--- src/rtl/ir_nec_transmit_pkg.sv ---
// Shared types and NEC segment lengths for the IR transmit path.
// Segment lengths are expressed in 562.5 us NEC units.
package ir_nec_pkg;

   typedef enum logic [2:0] {
      IDLE       = 3'd0,
      LEAD_MARK  = 3'd1,
      LEAD_SPACE = 3'd2,
      REP_SPACE  = 3'd3,
      BIT_MARK   = 3'd4,
      BIT_SPACE  = 3'd5,
      STOP_MARK  = 3'd6,
      GAP        = 3'd7
   } state_t;

   localparam int LEAD_MARK_UNITS  = 16;
   localparam int LEAD_SPACE_UNITS = 8;
   localparam int REP_SPACE_UNITS  = 4;
   localparam int BIT_MARK_UNITS   = 1;
   localparam int ONE_SPACE_UNITS  = 3;
   localparam int ZERO_SPACE_UNITS = 1;
   localparam int STOP_MARK_UNITS  = 1;
   localparam int FRAME_BITS       = 32;

   function automatic logic is_mark(state_t s);
      return (s == LEAD_MARK) || (s == BIT_MARK) || (s == STOP_MARK);
   endfunction

endpackage

--- src/rtl/ir_nec_transmit_carrier_gen.sv ---
// Free-running IR carrier with a synchronous phase restart.
// Output is high for the first CARRIER_HIGH cycles of each CARRIER_DIV period.
module ir_carrier_gen
   import ir_nec_pkg::*;
#(
   parameter int CARRIER_DIV  = 1316,
   parameter int CARRIER_HIGH = 439
) (
   input  logic clk,
   input  logic reset,
   input  logic restart,
   input  logic enable,
   output logic carrier
);

   // Wide enough to also hold CARRIER_HIGH == CARRIER_DIV (carrier always on).
   localparam int CW = $clog2(CARRIER_DIV + 1);

   logic [CW-1:0] cnt;

   always_ff @(posedge clk or negedge reset) begin
      if (!reset) begin
         cnt <= '0;
      end else if (restart) begin
         cnt <= '0;
      end else if (enable) begin
         if (cnt == CW'(CARRIER_DIV - 1)) begin
            cnt <= '0;
         end else begin
            cnt <= cnt + 1'b1;
         end
      end
   end

   assign carrier = (cnt < CW'(CARRIER_HIGH));

endmodule

--- src/rtl/ir_nec_transmit.sv ---
// NEC infrared transmitter: serialises a 32-bit code word (LSB first) or a
// repeat frame as pulse-distance marks, with optional 38 kHz modulation.
//
//   state      | meaning
//   IDLE       | tx_ready=1, waiting for tx_start / tx_repeat
//   LEAD_MARK  | 16-unit leader mark
//   LEAD_SPACE | 8-unit space before the data bits
//   REP_SPACE  | 4-unit space of a repeat frame
//   BIT_MARK   | 1-unit mark opening each bit
//   BIT_SPACE  | 3 units (bit=1) or 1 unit (bit=0) of space
//   STOP_MARK  | 1-unit closing mark
//   GAP        | GAP_UNITS of enforced idle, tx_done on the last cycle
module ir_nec_transmit
   import ir_nec_pkg::*;
#(
   parameter int UNIT_CYCLES  = 28125,
   parameter int CARRIER_DIV  = 1316,
   parameter int CARRIER_HIGH = 439,
   parameter int GAP_UNITS    = 72,
   parameter int CARRIER_EN   = 1
) (
   input  logic        clk,
   input  logic        reset,
   input  logic        tx_start,
   input  logic        tx_repeat,
   input  logic [31:0] tx_data,
   output logic        tx_ready,
   output logic        tx_done,
   output logic        tx_envelope,
   output logic        irda_txd
);

   localparam int CYC_W    = (UNIT_CYCLES > 1) ? $clog2(UNIT_CYCLES) : 1;
   localparam int UNIT_MAX = (GAP_UNITS > LEAD_MARK_UNITS) ? GAP_UNITS : LEAD_MARK_UNITS;
   localparam int UNIT_W   = $clog2(UNIT_MAX);
   localparam logic [CYC_W-1:0] CYC_LOAD = CYC_W'(UNIT_CYCLES - 1);

   state_t            state;
   state_t            state_nxt;
   logic [CYC_W-1:0]  cyc_cnt;
   logic [UNIT_W-1:0] unit_cnt;
   logic [31:0]       shreg;
   logic [4:0]        bit_idx;
   logic              is_rep;
   logic              accept;
   logic              seg_end;
   logic              load;
   logic              restart;
   logic              carrier;
   int                seg_units;

   assign accept  = (state == IDLE) && (tx_start || tx_repeat);
   assign seg_end = (state != IDLE) && (cyc_cnt == '0) && (unit_cnt == '0);
   assign load    = accept || (seg_end && (state != GAP));

   always_comb begin
      state_nxt = state;
      seg_units = 1;
      unique case (state)
         IDLE: begin
            if (accept) begin
               state_nxt = LEAD_MARK;
               seg_units = LEAD_MARK_UNITS;
            end
         end
         LEAD_MARK: begin
            if (seg_end) begin
               state_nxt = is_rep ? REP_SPACE : LEAD_SPACE;
               seg_units = is_rep ? REP_SPACE_UNITS : LEAD_SPACE_UNITS;
            end
         end
         LEAD_SPACE: begin
            if (seg_end) begin
               state_nxt = BIT_MARK;
               seg_units = BIT_MARK_UNITS;
            end
         end
         REP_SPACE: begin
            if (seg_end) begin
               state_nxt = STOP_MARK;
               seg_units = STOP_MARK_UNITS;
            end
         end
         BIT_MARK: begin
            if (seg_end) begin
               state_nxt = BIT_SPACE;
               seg_units = shreg[0] ? ONE_SPACE_UNITS : ZERO_SPACE_UNITS;
            end
         end
         BIT_SPACE: begin
            if (seg_end) begin
               if (bit_idx == 5'(FRAME_BITS - 1)) begin
                  state_nxt = STOP_MARK;
                  seg_units = STOP_MARK_UNITS;
               end else begin
                  state_nxt = BIT_MARK;
                  seg_units = BIT_MARK_UNITS;
               end
            end
         end
         STOP_MARK: begin
            if (seg_end) begin
               state_nxt = GAP;
               seg_units = GAP_UNITS;
            end
         end
         GAP: begin
            if (seg_end) begin
               state_nxt = IDLE;
            end
         end
      endcase
   end

   // Down-counters: cyc_cnt walks one unit, unit_cnt walks the segment.
   always_ff @(posedge clk or negedge reset) begin
      if (!reset) begin
         state    <= IDLE;
         cyc_cnt  <= '0;
         unit_cnt <= '0;
         shreg    <= '0;
         bit_idx  <= '0;
         is_rep   <= 1'b0;
      end else begin
         state <= state_nxt;
         if (load) begin
            cyc_cnt  <= CYC_LOAD;
            unit_cnt <= UNIT_W'(seg_units - 1);
         end else if (seg_end) begin
            cyc_cnt  <= '0;
            unit_cnt <= '0;
         end else if (state != IDLE) begin
            if (cyc_cnt == '0) begin
               cyc_cnt  <= CYC_LOAD;
               unit_cnt <= unit_cnt - 1'b1;
            end else begin
               cyc_cnt <= cyc_cnt - 1'b1;
            end
         end
         if (accept) begin
            shreg   <= tx_data;
            is_rep  <= !tx_start;
            bit_idx <= '0;
         end else if ((state == BIT_SPACE) && seg_end) begin
            shreg   <= {1'b0, shreg[31:1]};
            bit_idx <= bit_idx + 1'b1;
         end
      end
   end

   // Restart the carrier phase on entry to every mark so each mark starts high.
   assign restart = load && is_mark(state_nxt);

   ir_carrier_gen #(
      .CARRIER_DIV  (CARRIER_DIV),
      .CARRIER_HIGH (CARRIER_HIGH)
   ) u_carrier (
      .clk     (clk),
      .reset   (reset),
      .restart (restart),
      .enable  (tx_envelope),
      .carrier (carrier)
   );

   assign tx_ready    = (state == IDLE);
   assign tx_done     = (state == GAP) && seg_end;
   assign tx_envelope = is_mark(state);
   assign irda_txd    = (CARRIER_EN != 0) ? (tx_envelope & carrier) : tx_envelope;

endmodule
--- config.mk ---
export PLATFORM = sky130hd
export DESIGN_NAME = ir_nec_transmit
export DESIGN_NICKNAME = d
export VERILOG_FILES = /design/src/rtl/ir_nec_transmit_pkg.sv /design/src/rtl/ir_nec_transmit_carrier_gen.sv /design/src/rtl/ir_nec_transmit.sv
export SDC_FILE = /design/constraint.sdc
export NUM_CORES = 1
export LEC_CHECK = 0
export CORE_MARGIN = 5
export CORE_UTILIZATION = 50
export DETAILED_ROUTE_END_ITERATION = 8
export PLACE_DENSITY = 0.78
export SLEW_MARGIN = 10
export SYNTH_ARGS = -nofsm -noshare
export SYNTH_HDL_FRONTEND = slang
export SYNTH_HIERARCHICAL = 1
export SYNTH_SLANG_ARGS = --single-unit
--- constraint.sdc ---
create_clock -name clk -period 3.7 [get_ports clk]
set_input_delay 0.74 -clock clk [delete_from_list [all_inputs] [get_ports clk]]
set_output_delay 0.74 -clock clk [all_outputs]
set_load 0.005 [all_outputs]
==> summary.txt, run 1 <==
Outcome
  – Result of the run: finished, final reports clean

STA
  – Max Fclk: 292 MHz
  – Final TNS setup: 0 ps
  – Final number of max-transition violations: 0
  – Final critical-path share of the clock period: 0.926
  – Final critical delay including setup and external delays: approximately 3400 ps
  – Worst setup skew after layout: around 15 ps
  – RSZ-0062 raised after global routing: no
  – Measured slew at the worst slew-check pin: 855 ps
  – Min setup slack post-route: 274 ps
  – Finish-stage setup viols: 0
  – Worst max-slew margin expressed relative to the limit: 0.430
  – Final hold viol count: 0

Cells and area
  – Nets: 513
  – Finished layout cell area: 0.00476 mm²
  – Share of final-layout standard cells stronger than drive strength 1: 0.114
  – Synthesis-to-finish area growth: 15.9%
  – Number of diodes: 0
  – Fill cell count: 725
  – Share of the core filled with cells in the final layout: 0.588

Yosys
  – Cell with the most instances after synthesis: nand2_1
  – Commonest cells in the netlist: nand2_1 (83), dfrtp_1 (74), a22oi_1 (31)
  – Synthesized instance count: 433
  – Post-synth top area share: 0.451
  – Post-synth EDFFs: 0
  – Cell accounting for the most synthesized area: dfrtp_1
  – Flip-flop and latch count after synthesis: 74
  – Leading post-synthesis cells by cell area: dfrtp_1 (45%), nand2_1 (7.6%), a22oi_1 (5.7%)
  – Yosys warning total: 6
  – Ys flop type: dfrtp_1
  – Mean Syn Cell Area: 9.49 µm²
  – Netlist area before placement: roughly 0.0041 mm²
  – Portion of the post-synthesis area used by sequential elements: 0.451
  – Share of synthesized flip-flops with an asynchronous set or reset: 1.00
  – Synthesized Nets: about 480
  – Cell variety after synth: 72

Floorplan
  – Width of the die: 101 µm
  – Core footprint: roughly 0.0081 mm²
  – Initial Utilization: 0.508
  – Die extent in y: between 100 and 150 µm
  – Die Area: 0.0101 mm²
  – Site Rows: 33
  – Top Ports: 40

Worst setup path
  – CP endpoint kind: primary output
  – Critical Path RT: roughly 3000 ps
  – Classification of the worst setup path: flip-flop to primary output
  – CP Data Arrival Time: 2690 ps
  – Critical path startpoint category: flip-flop
  – Critical-path maximum fanout: 7

CTS
  – Buffer count from post-CTS setup fixing: 0
  – TritonCTS sink count: 74
  – Post-CTS Hold Fix Bufs: 0
  – CTS tree: yes
  – Insertion delay of the later-clocked pin in the worst-skew pair: 350 ps
  – Number of resized instances in the post-cts repair step: 0
  – Root buffer cell: clkbuf_8
  – Number of buffers created by CTS: 9
  – Clock transition at the registers of the reported paths: roughly 80 ps
  – Number of buffers between clock root and the deepest sink: 2
  – CTS H-tree lvls: 3

Route
  – Per-cell via count in the routed design: 6.00
  – Drt drc: 0
  – First-pass DRT Iterations: 5
  – Overall via count from detail_route: 3467
  – Wire length reported by the detailed router: 9.32 mm
  – Per-cell routed wire length: around 16 µm
  – Drt first-iter violations: 214
  – Antenna Violating Nets Remaining: 0

GRT
  – Number of antenna violations at the first check in global routing: 0
  – Global-route usage over all layers: 0.197
  – Largest net degree at the start of global routing: 40
  – Number of global-route vias before repair: 3499
  – Global-route wire length before repair: 16.2 mm
  – GRT Residual Overflow: 0

Placement
  – HPWL after DPL: 6.34 mm
  – Dpl ws: 646 ps
  – Weighted congestion reported at the end of routability-driven placement: 0.927
  – I/O Buffers: 39
  – Placed Area: approximately 0.0046 mm²

Pwr
  – Power density over cell area: around 330 mW/mm²
  – Static power due to leakage: roughly 0.0020 µW
  – Worst vdd ir: 0.200 mV

Min path
  – Hold Path Class: flip-flop to flip-flop

Flow run
  – # Max-Cap Violations: 0
-- worst paths after layout --
kind                            startpoint           to  slack [ps]  cells past startpoint
worst max-delay path            cyc_cnt[0]      tx_done         270                      6
worst min-delay path              shreg[1]     shreg[1]         480                      2
worst max register to register  cyc_cnt[0]  unit_cnt[4]         620                     10
worst min register to register    shreg[1]     shreg[1]         480                      2
max in group asynchronous            reset    shreg[28]        2500                      2
min in group asynchronous            reset  cyc_cnt[12]         500                      1
-- registers in the layout (all words and copies together), names as in the netlist --
register,count
cyc_cnt,15
shreg,32
u_carrier/cnt,11
unit_cnt,7
state,3
bit_idx,5
is_rep,1
-- cells in the final DEF, fill, tap and decap left out, types with 3 or more instances in the layout --
cell type and count:
and3_1 4, buf_4 9, dfrtp_1 74, clkbuf_8 10, o22a_1 10, o21a_1 6, inv_1 14, nor2_1 24
a22oi_1 31, nor3_1 8, or4_1 3, clkdlybuf4s50_1 38, nand2b_1 3, xnor2_1 5, and2_1 3, o31ai_1 5
or3_1 6, a311oi_1 3, nand3_1 7, nand2_1 83, nor4_4 3, xor2_1 4, a31oi_1 10, a21oi_1 16
o21ai_0 16, nor4_1 9, ha_1 8
-- cell type report --
class	count	area, µm²	area share
multi-input combinational	320	2060	0.432
inverter	15	56.3	0.0118
timing repair buffer	49	473	0.0993
tap	105	131	0.0276
clock buffer	10	138	0.0289
clock inverter	5	55.1	0.0116
sequential	74	1850	0.389
-- stage by stage --
| stage | std cells | hold slack, ps | power, µW |
|---|---|---|---|
| detailed placement | 563 | 464 | 963 |
| floorplan | 433 | 444 | 896 |
| CTS | 578 | 482 | 1580 |
| global placement | 563 | 458 | 960 |
| finish | 578 | 477 | 1570 |
| global route | 578 | 511 | 1630 |
-- critical path, stage by stage (launching register included) --
cell and delay [ps]:
dfrtp_1 410, inv_1 110, ha_1 150, nor4b_2 370, nand2_2 200, nor4_1 510
clkdlybuf4s50_1 600
-- where the power goes --
part           switching (µW)  internal, µW
sequential               19.7           837
combinational            39.3          50.9
clock                     295           324
total                     354          1210
-- routing by layer --
layer | global-route usage | part of all wire
met1 | 0.271 | 0.46
met2 | 0.306 | 0.46
met3 | 0.0408 | 0.060
met4 | 0.0725 | 0.016
met5 | 0 | 0
-- cell families (layout without fill, tap and decap cells) --
logic type,after synthesis,in the layout,synth area share
DFF,74,74,0.451
buffers and inverters,39,79,0.0518
AOI/OAI and AO/OA,124,124,0.219
adders and majority gates,8,8,0.0244
and+or+nand+nor,177,177,0.229
xor gates and xnor gates,9,9,0.0192
muxes,2,2,0.00548
(Power assumes the default switching activity.)
==> run 2, diff against run 1 <==
--- a/config.mk
+++ b/config.mk
@@ -8,6 +8,7 @@
 export CORE_MARGIN = 5
 export CORE_UTILIZATION = 50
 export DETAILED_ROUTE_END_ITERATION = 8
+export HOLD_SLACK_MARGIN = 0.02
 export PLACE_DENSITY = 0.78
 export SLEW_MARGIN = 10
 export SYNTH_ARGS = -nofsm -noshare
==> results of run 2 <==
Same layout as run 1: the final DEF is identical, and so are final timing and power.
